**config.mk**
```make
export PLATFORM = sky130hd
export DESIGN_NAME = cacheline_adaptor_flat
export DESIGN_NICKNAME = d
export VERILOG_FILES = /design/src/rtl/cacheline_adaptor_if.sv /design/src/rtl/cacheline_adaptor.sv /design/src/flat_wrapper.sv
export SDC_FILE = /design/constraint.sdc
export NUM_CORES = 1
export LEC_CHECK = 0
export ABC_AREA = 1
export CELL_PAD_IN_SITES_DETAIL_PLACEMENT = 0
export CELL_PAD_IN_SITES_GLOBAL_PLACEMENT = 1
export CORE_AREA = 3 3 277 279
export DETAILED_ROUTE_END_ITERATION = 8
export DIE_AREA = 0 0 280 282
export GPL_ROUTABILITY_DRIVEN = 1
export GPL_TIMING_DRIVEN = 0
export PLACE_DENSITY = 0.83
export RECOVER_POWER = 25
export REMOVE_ABC_BUFFERS = 1
export SYNTH_ARGS = -nofsm -noshare
export SYNTH_HDL_FRONTEND = slang
export SYNTH_SLANG_ARGS = --single-unit
```
**constraint.sdc**
```tcl
create_clock -name clk -period 3.3 [get_ports clk]
set_input_delay 0.33 -clock clk [delete_from_list [all_inputs] [get_ports clk]]
set_output_delay 0.33 -clock clk [all_outputs]
set_load 0.03 [all_outputs]
```
**src/rtl/cacheline_adaptor_if.sv**
```systemverilog
// cacheline_adaptor_if
//   Bundles the cache-side line port and the memory-side burst port of the
//   cacheline adaptor.
//   Cache side : line_i, line_o, address_i, read_i, write_i, resp_o
//   Memory side: burst_i, burst_o, address_o, read_o, write_o, resp_i
//   Modports:
//     slave  - the adaptor's view (drives *_o, samples *_i)
//     master - the environment's view (drives *_i, samples *_o)
interface cacheline_adaptor_if #(
  parameter int unsigned s_line  = 256,
  parameter int unsigned s_burst = 64,
  parameter int unsigned s_addr  = 32
);
  logic [s_line-1:0]  line_i;
  logic [s_line-1:0]  line_o;
  logic [s_addr-1:0]  address_i;
  logic               read_i;
  logic               write_i;
  logic               resp_o;
  logic [s_burst-1:0] burst_i;
  logic [s_burst-1:0] burst_o;
  logic [s_addr-1:0]  address_o;
  logic               read_o;
  logic               write_o;
  logic               resp_i;

  modport slave (
    input  line_i, address_i, read_i, write_i, burst_i, resp_i,
    output line_o, resp_o, burst_o, address_o, read_o, write_o
  );

  modport master (
    output line_i, address_i, read_i, write_i, burst_i, resp_i,
    input  line_o, resp_o, burst_o, address_o, read_o, write_o
  );
endinterface

```
**src/rtl/cacheline_adaptor.sv**
```systemverilog
// cacheline_adaptor
//   Converts one line-wide read or write request from the cache into a burst
//   of s_line/s_burst beats on the physical memory bus and returns a single
//   cycle completion pulse (resp_o). Read beats are reassembled into line_o,
//   write lines are serialised onto burst_o, beat 0 = least-significant word.
//   Ports:
//     clk  - rising-edge clock
//     rst  - synchronous active-low reset
//     bus  - cacheline_adaptor_if.slave (cache and memory handshakes)
//   All outputs are registered.
module cacheline_adaptor #(
  parameter int unsigned s_line   = 256,
  parameter int unsigned s_burst  = 64,
  parameter int unsigned s_addr   = 32,
  parameter int unsigned s_offset = 5
) (
  input  logic               clk,
  input  logic               rst,
  cacheline_adaptor_if.slave bus
);

  localparam int unsigned BEATS = s_line / s_burst;
  localparam int unsigned CW    = (BEATS > 1) ? $clog2(BEATS) : 1;

  typedef enum logic [1:0] {
    IDLE,
    READ,
    WRITE,
    DONE
  } state_t;

  // Line storage viewed as an array of beats so beat selection is a plain index.
  typedef logic [BEATS-1:0][s_burst-1:0] line_t;

  state_t             r_state, w_state;
  logic [CW-1:0]      r_count, w_count;
  line_t              r_wline, w_wline;
  line_t              r_rline, w_rline;
  logic [s_burst-1:0] r_burst_o, w_burst_o;
  logic [s_addr-1:0]  r_addr_o, w_addr_o;
  logic               r_read_o, w_read_o;
  logic               r_write_o, w_write_o;
  logic               r_resp_o, w_resp_o;

  logic [CW-1:0]      w_count_inc;
  logic               w_last;
  logic [s_addr-1:0]  w_addr_aligned;
  line_t              w_line_in;

  assign w_count_inc    = r_count + CW'(1);
  assign w_last         = (r_count == CW'(BEATS - 1));
  assign w_addr_aligned = {bus.address_i[s_addr-1:s_offset], {s_offset{1'b0}}};
  assign w_line_in      = bus.line_i;

  // State and datapath registers
  always_ff @(posedge clk) begin
    if (!rst) begin
      r_state   <= IDLE;
      r_count   <= '0;
      r_wline   <= '0;
      r_rline   <= '0;
      r_burst_o <= '0;
      r_addr_o  <= '0;
      r_read_o  <= 1'b0;
      r_write_o <= 1'b0;
      r_resp_o  <= 1'b0;
    end else begin
      r_state   <= w_state;
      r_count   <= w_count;
      r_wline   <= w_wline;
      r_rline   <= w_rline;
      r_burst_o <= w_burst_o;
      r_addr_o  <= w_addr_o;
      r_read_o  <= w_read_o;
      r_write_o <= w_write_o;
      r_resp_o  <= w_resp_o;
    end
  end

  // Next-state logic; write has priority so a dirty line is evicted before refill.
  always_comb begin
    w_state = r_state;
    case (r_state)
      IDLE: begin
        if (bus.write_i)     w_state = WRITE;
        else if (bus.read_i) w_state = READ;
      end
      READ:    if (bus.resp_i && w_last) w_state = DONE;
      WRITE:   if (bus.resp_i && w_last) w_state = DONE;
      DONE:    w_state = IDLE;
      default: w_state = IDLE;
    endcase
  end

  // Next values of the registered outputs and datapath
  always_comb begin
    w_count   = r_count;
    w_wline   = r_wline;
    w_rline   = r_rline;
    w_burst_o = r_burst_o;
    w_addr_o  = r_addr_o;
    w_read_o  = r_read_o;
    w_write_o = r_write_o;
    w_resp_o  = 1'b0;
    case (r_state)
      IDLE: begin
        if (bus.write_i) begin
          w_wline   = w_line_in;
          w_addr_o  = w_addr_aligned;
          w_burst_o = w_line_in[0];
          w_write_o = 1'b1;
          w_count   = '0;
        end else if (bus.read_i) begin
          w_addr_o  = w_addr_aligned;
          w_read_o  = 1'b1;
          w_count   = '0;
        end
      end
      READ: begin
        if (bus.resp_i) begin
          w_rline[r_count] = bus.burst_i;
          w_count          = w_count_inc;
          if (w_last) begin
            w_read_o = 1'b0;
            w_resp_o = 1'b1;
          end
        end
      end
      WRITE: begin
        if (bus.resp_i) begin
          w_count = w_count_inc;
          // After the final beat there is no next word; burst_o simply holds.
          if (w_last) begin
            w_write_o = 1'b0;
            w_resp_o  = 1'b1;
          end else begin
            w_burst_o = r_wline[w_count_inc];
          end
        end
      end
      default: ;
    endcase
  end

  assign bus.line_o    = r_rline;
  assign bus.burst_o   = r_burst_o;
  assign bus.address_o = r_addr_o;
  assign bus.read_o    = r_read_o;
  assign bus.write_o   = r_write_o;
  assign bus.resp_o    = r_resp_o;

endmodule

```
**src/flat_wrapper.sv**
```systemverilog
// flat-port wrapper written by rule: the top's interface ports become plain ports
module cacheline_adaptor_flat 
#(
  parameter int unsigned s_line   = 256,
  parameter int unsigned s_burst  = 64,
  parameter int unsigned s_addr   = 32,
  parameter int unsigned s_offset = 5
)
  (clk, rst, bus_line_i, bus_address_i, bus_read_i, bus_write_i, bus_burst_i, bus_resp_i, bus_line_o, bus_resp_o, bus_burst_o, bus_address_o, bus_read_o, bus_write_o);
  cacheline_adaptor_if #(.s_line(s_line), .s_burst(s_burst), .s_addr(s_addr)) bus_i ();
  input  logic clk;
  input  logic rst;
  input wire logic [$bits(bus_i.line_i)-1:0] bus_line_i;
  input wire logic [$bits(bus_i.address_i)-1:0] bus_address_i;
  input wire logic [$bits(bus_i.read_i)-1:0] bus_read_i;
  input wire logic [$bits(bus_i.write_i)-1:0] bus_write_i;
  input wire logic [$bits(bus_i.burst_i)-1:0] bus_burst_i;
  input wire logic [$bits(bus_i.resp_i)-1:0] bus_resp_i;
  output wire logic [$bits(bus_i.line_o)-1:0] bus_line_o;
  output wire logic [$bits(bus_i.resp_o)-1:0] bus_resp_o;
  output wire logic [$bits(bus_i.burst_o)-1:0] bus_burst_o;
  output wire logic [$bits(bus_i.address_o)-1:0] bus_address_o;
  output wire logic [$bits(bus_i.read_o)-1:0] bus_read_o;
  output wire logic [$bits(bus_i.write_o)-1:0] bus_write_o;
  assign bus_i.line_i = bus_line_i;
  assign bus_i.address_i = bus_address_i;
  assign bus_i.read_i = bus_read_i;
  assign bus_i.write_i = bus_write_i;
  assign bus_i.burst_i = bus_burst_i;
  assign bus_i.resp_i = bus_resp_i;
  assign bus_line_o = bus_i.line_o;
  assign bus_resp_o = bus_i.resp_o;
  assign bus_burst_o = bus_i.burst_o;
  assign bus_address_o = bus_i.address_o;
  assign bus_read_o = bus_i.read_o;
  assign bus_write_o = bus_i.write_o;
  cacheline_adaptor #(.s_line(s_line), .s_burst(s_burst), .s_addr(s_addr), .s_offset(s_offset)) u_core (.clk(clk), .rst(rst), .bus(bus_i));
endmodule
```
-- After elaboration in Yosys (flattened, before gate mapping)
Cells that the tools add are included.
- logic and storage cells: 78
- register bits: 615
- equal/unequal tests: 15
- order comparisons: 3
- reduce and logical (&&, ||, !) cells: 17
- muxes and demuxes: 27
- add/subtract/negate cells: 1
- operator list (cell ; count):
    $mux 64 ; 5
    $bwmux 256 ; 1
    $bmux 64 s2 ; 1
    $demux 64 s2 ; 1
    $pmux 64 s2 ; 1
    $mux 32 ; 2
    $mux 2 ; 6
    $ne 2x2->1 const B ; 6
    $ne 2x1->1 const B ; 4
    $reduce_and 2->1 ; 4
    $reduce_and 4->1 ; 2
    $reduce_bool 2->1 ; 4
    $eq 2x2->1 const B ; 3
    $lt 2x3->1 const B ; 2
    $mux 1 ; 6
    $pmux 2 s3 ; 1
    $reduce_and 3->1 ; 2
    $reduce_and 5->1 ; 1
    $pmux 1 s2 ; 2
    $pmux 2 s2 ; 1
    $ne 3x3->1 const B ; 1
    $add 2x1->2 const B ; 1
    $eq 2x1->1 const B ; 1
    $ge 2x1->1 const B ; 1
    3 further kinds ; 4

-- Logic depth before layout (Yosys ltp)
- depth in word-level cells: 6
- gate-level depth with buffers: 11
- depth with buffers taken out: 9

-- Worst setup path before layout
No wires, ideal clock.
- path type: reg-to-reg
- start point: register u_core.r_count[0]
- end point: register u_core.r_burst_o[13], in the netlist u_core.bus.burst_o[13]
- setup time: 0.112 ns
- arrival: 1.733 ns
- cell stages (with the launch flop): 12
- path slack: 1.456 ns
- buffers on the path: 3
- period minus slack after synthesis: 1.844 ns
- required time: 3.188 ns
- path through: dfxtp_1 -> buf_2 -> inv_1 -> buf_2 -> ha_1 -> inv_2 -> buf_1 -> nand2_1 -> nor2_1 -> nor2_1 -> nor2_1 -> nor2_1
- word-level cells in the longest chain between the ends: 6
- elaborated cells on any way between the ends: 9
- ends and longest elaborated chain (item ; line ; RTL):
    start, declared ; cacheline_adaptor.sv:36 ; logic [CW-1:0] r_count, w_count;
    start signal, assigned ; cacheline_adaptor.sv:69 ; r_count <= w_count;
    $add 2x1->2 ; cacheline_adaptor.sv:50 ; assign w_count_inc = r_count + CW'(1);
    $bmux 64 s2 ; cacheline_adaptor.sv:137 ; w_burst_o = r_wline[w_count_inc];
    $mux 64 (not written as such) ; cacheline_adaptor.sv:137 ;
    $mux 64 ; cacheline_adaptor.sv:133 ; if (w_last) begin
    $mux 64 ; cacheline_adaptor.sv:130 ; if (bus.resp_i) begin
    $pmux 64 s2 ; cacheline_adaptor.sv:105 ; case (r_state)
    end signal, assigned ; cacheline_adaptor.sv:72 ; r_burst_o <= w_burst_o;
    end, declared ; cacheline_adaptor.sv:39 ; logic [s_burst-1:0] r_burst_o, w_burst_o;
Several ways; a longest one is shown, not always the timed one. The select of a mux whose other input is x is not followed.
A chain may end at the register's enable or synchronous reset.

-- Final worst setup path
- start point: register u_core.r_count[0]
- end point: register u_core.r_burst_o[20], in the netlist u_core.bus.burst_o[20]
Same word-level chain as after synthesis.

==> flow_metrics.tcl <==
set metrics [dict create \
    drt_wl_total_um 106000 \
    critPathKind "reg -> reg" \
    hold_class "in -> reg" \
    post-route-util_pct 47.4 \
    drc 0 \
    r2r-start "u_core.r_count[0]" \
    layout_commonest_cell "nand2_1" \
    setup_tns_ns 0 \
    postSynthCellCount 3622 \
    clk_latency_ns 0.63 \
    place.gp.congestion 0.823 \
    rows 100 \
    holdPathStages 3 \
    final_cell_mix "nand2_1 (789), nor2_1 (735), dfxtp_1 (609)" \
    crit_arrival_ns 3.62 \
    dominantRegCellSynth "dfxtp_1" \
    grt_use_total_pct 25.5 \
    intPower_mw 16.8 \
    rsz0062_at_grt "yes" \
    crit_required_ns 3.79 \
    firstDrtPassIters 5 \
    yosys_warnings 0 \
    grt_pass1_vias 23200 \
    grt_pass1_wl_um 154000 \
    antenna_found_initial 22 \
    synth_edf_count 0 \
    dp_hpwl_um 67200 \
    p_leak_nw 14.1 \
    sequentialPowerShare_pct 34.7 \
    min_period_ns 3.13 \
    swShare_pct 38.6 \
    postRouteAntennaNets 0 \
    p_comb_share_pct 36.5 \
    seq_area_sq_um 12200 \
    crit_path_start_kind "flip-flop" \
    yosysSeqAreaShare_pct 48.6 \
    drt_first_iter_violations 1856 \
    grt_max_degree 156 \
    via_per_inst 4.91 \
    switching_power_mw 10.6 \
    syn_area_sq_um 25100 \
    vias 25400 \
    drive_gt1_share_pct 3.79 \
    fill_cells 7489 \
    cts_tree "yes" \
    p_clk_share_pct 28.8 \
    slew_headroom_pct 29.0 \
    core_area_sq_um 74400 \
    start_util_pct 33.8 \
    multi_input_comb_area_sq_um 11200 \
    tightestPinTransition_ns 1.06 \
    finalCritPeriodShare_pct 95.0 \
    die_x_um 280 \
    outcome "finished, final reports clean" \
    cellPowerDensity_nw_per_um2 777 \
    skew_ns 0.0333 \
    routedWlPerCell_um 20.5 \
    htreeDepth 3 \
    cts.sinks 610 \
    maxCapViolations 0 \
    critical_path.max_fanout 43 \
    clockBufferDepth 3 \
    fmax_mhz 319 \
    setup_viol 0 \
    die-area_sq_um 79000 \
    synthToLayoutAreaGrowth_pct 40.4 \
    cts_buffers 71 \
    die_h_um 282 \
    slew_viol_final 0 \
    avgSynthCellArea_sq_um 6.94 \
    hold_viol_final 0 \
    pin_count 712 \
    final_nets 4505 \
    hp-start "rst" \
    cts.clk_slew.worst_paths_ns 0.06 \
    portBuffers 701 \
    endpoint_kind "flip-flop" \
    vdd_drop_max_mv 0.377 \
    timing.critical_path.from "u_core.r_count[0]" \
    synthArstFlopShare_pct 0 \
    root_buffer "clkbuf_16" \
    synth-seq-cells 610 \
    synth.distinct_cells 20 \
    grt-ovfl-total 0 \
    ff2ff_path_depth 12 \
]
[worst max-delay path, cell delays in order, from the launching register on]
cell	delay, ns
dfxtp_4	0.37
buf_16	0.19
inv_6	0.33
buf_16	0.30
ha_4	0.39
buf_16	0.25
inv_6	0.30
buf_16	0.29
nand2_1	0.09
nor2_1	0.09
nor2_1	0.05
nor2_1	0.16
nor2_1	0.06
[power groups by stage]
stage / Clock, mW / Combinational [mW] / Sequential, mW
CTS: 8.04 / 10.2 / 9.53
floorplan: 0 / 4.65 / 10.8
global placement: 0 / 9.70 / 9.80
detailed placement: 0 / 9.96 / 9.74
global route: 8.35 / 11.0 / 9.69
finish: 7.88 / 10.0 / 9.52
[what timing repair did]
item	in CTS	in global routing
hold buffers	0	0
setup buffers	4	2
pin swaps	1	1
cloned	1	0
setup endpoints to repair	128	98
hold endpoints to repair	0	0
resized for setup	1	2
[sequential cells by signal, indices dropped and copies added (netlist names)]
name	cells
u_core.r_state	2
u_core.r_count	2
u_core.bus.burst_o	64
u_core.r_wline	256
u_core.bus.line_o	256
u_core.bus.write_o	1
u_core.bus.read_o	1
u_core.bus.address_o	27
u_core.bus.resp_o	1
[synth_stat cells (2+ instances only)]
master / instances / area (sq um)
a21oi_1: 326 / 1630
buf_1: 13 / 48.8
buf_2: 119 / 596
buf_4: 22 / 165
clkbuf_1: 138 / 518
dfxtp_1: 610 / 12200
ha_1: 10 / 125
inv_1: 140 / 526
inv_2: 6 / 22.5
nand2_1: 793 / 2980
nand2_2: 2 / 12.5
nand3_1: 387 / 1940
nand4_1: 2 / 12.5
nor2_1: 736 / 2760
nor3_1: 27 / 135
o21ai_0: 285 / 1430
o21ai_1: 3 / 15.0
[kinds of logic (layout without fill, tap and decap cells)]
| family | count (synthesis) | after routing | share of synthesized area [%] |
|---|---|---|---|
| AO/OA/AOI/OAI | 614 | 614 | 12.2 |
| adder cells (fa/ha/maj) | 10 | 10 | 0.498 |
| buffers and inverters | 438 | 1002 | 7.46 |
| flip-flops | 610 | 610 | 48.6 |
| other | 1 | 18 | 0.0149 |
| AND/OR/NAND/NOR | 1949 | 1949 | 31.2 |
[final timing paths]
check / to / slack, ns
max: u_core.bus.burst_o[20] / 0.17
min: u_core.bus.burst_o[45] / 0.24
max reg2reg: u_core.bus.burst_o[20] / 0.17
min reg2reg: u_core.r_wline[69] / 0.45
[metal layers]
metal | GRT usage [%] | wire length, um
met1 | 31.6 | 43000
met4 | 9.32 | 3630
met5 | 0 | 102
met3 | 8.44 | 9520
met2 | 41.4 | 49700
[layout make-up]
cell class / count / share of cell area [%]
Antenna cell: 13 / 0.0922
Sequential cell: 610 / 34.6
Multi-Input combinational cell: 2578 / 31.7
Clock inverter: 17 / 0.585
Clock buffer: 108 / 5.97
Timing Repair Buffer: 731 / 21.9
Tap cell: 969 / 3.43
Inverter: 146 / 1.66
[through the flow]
stage | power, mW | hold slack, ns | std cells | cell area [sq um] | worst slack, ns
floorplan | 15.4 | 0.430 | 3334 | 23800 | -5.05
global placement | 19.5 | 0.441 | 5004 | 32100 | -17.97
detailed placement | 19.7 | 0.446 | 5027 | 32800 | -0.552
CTS | 27.8 | 0.250 | 5157 | 35200 | 0.0164
global route | 29.0 | 0.279 | 5168 | 35300 | -0.0421
finish | 27.4 | 0.244 | 5172 | 35300 | 0.166
Power figures use the tool's default switching activity.
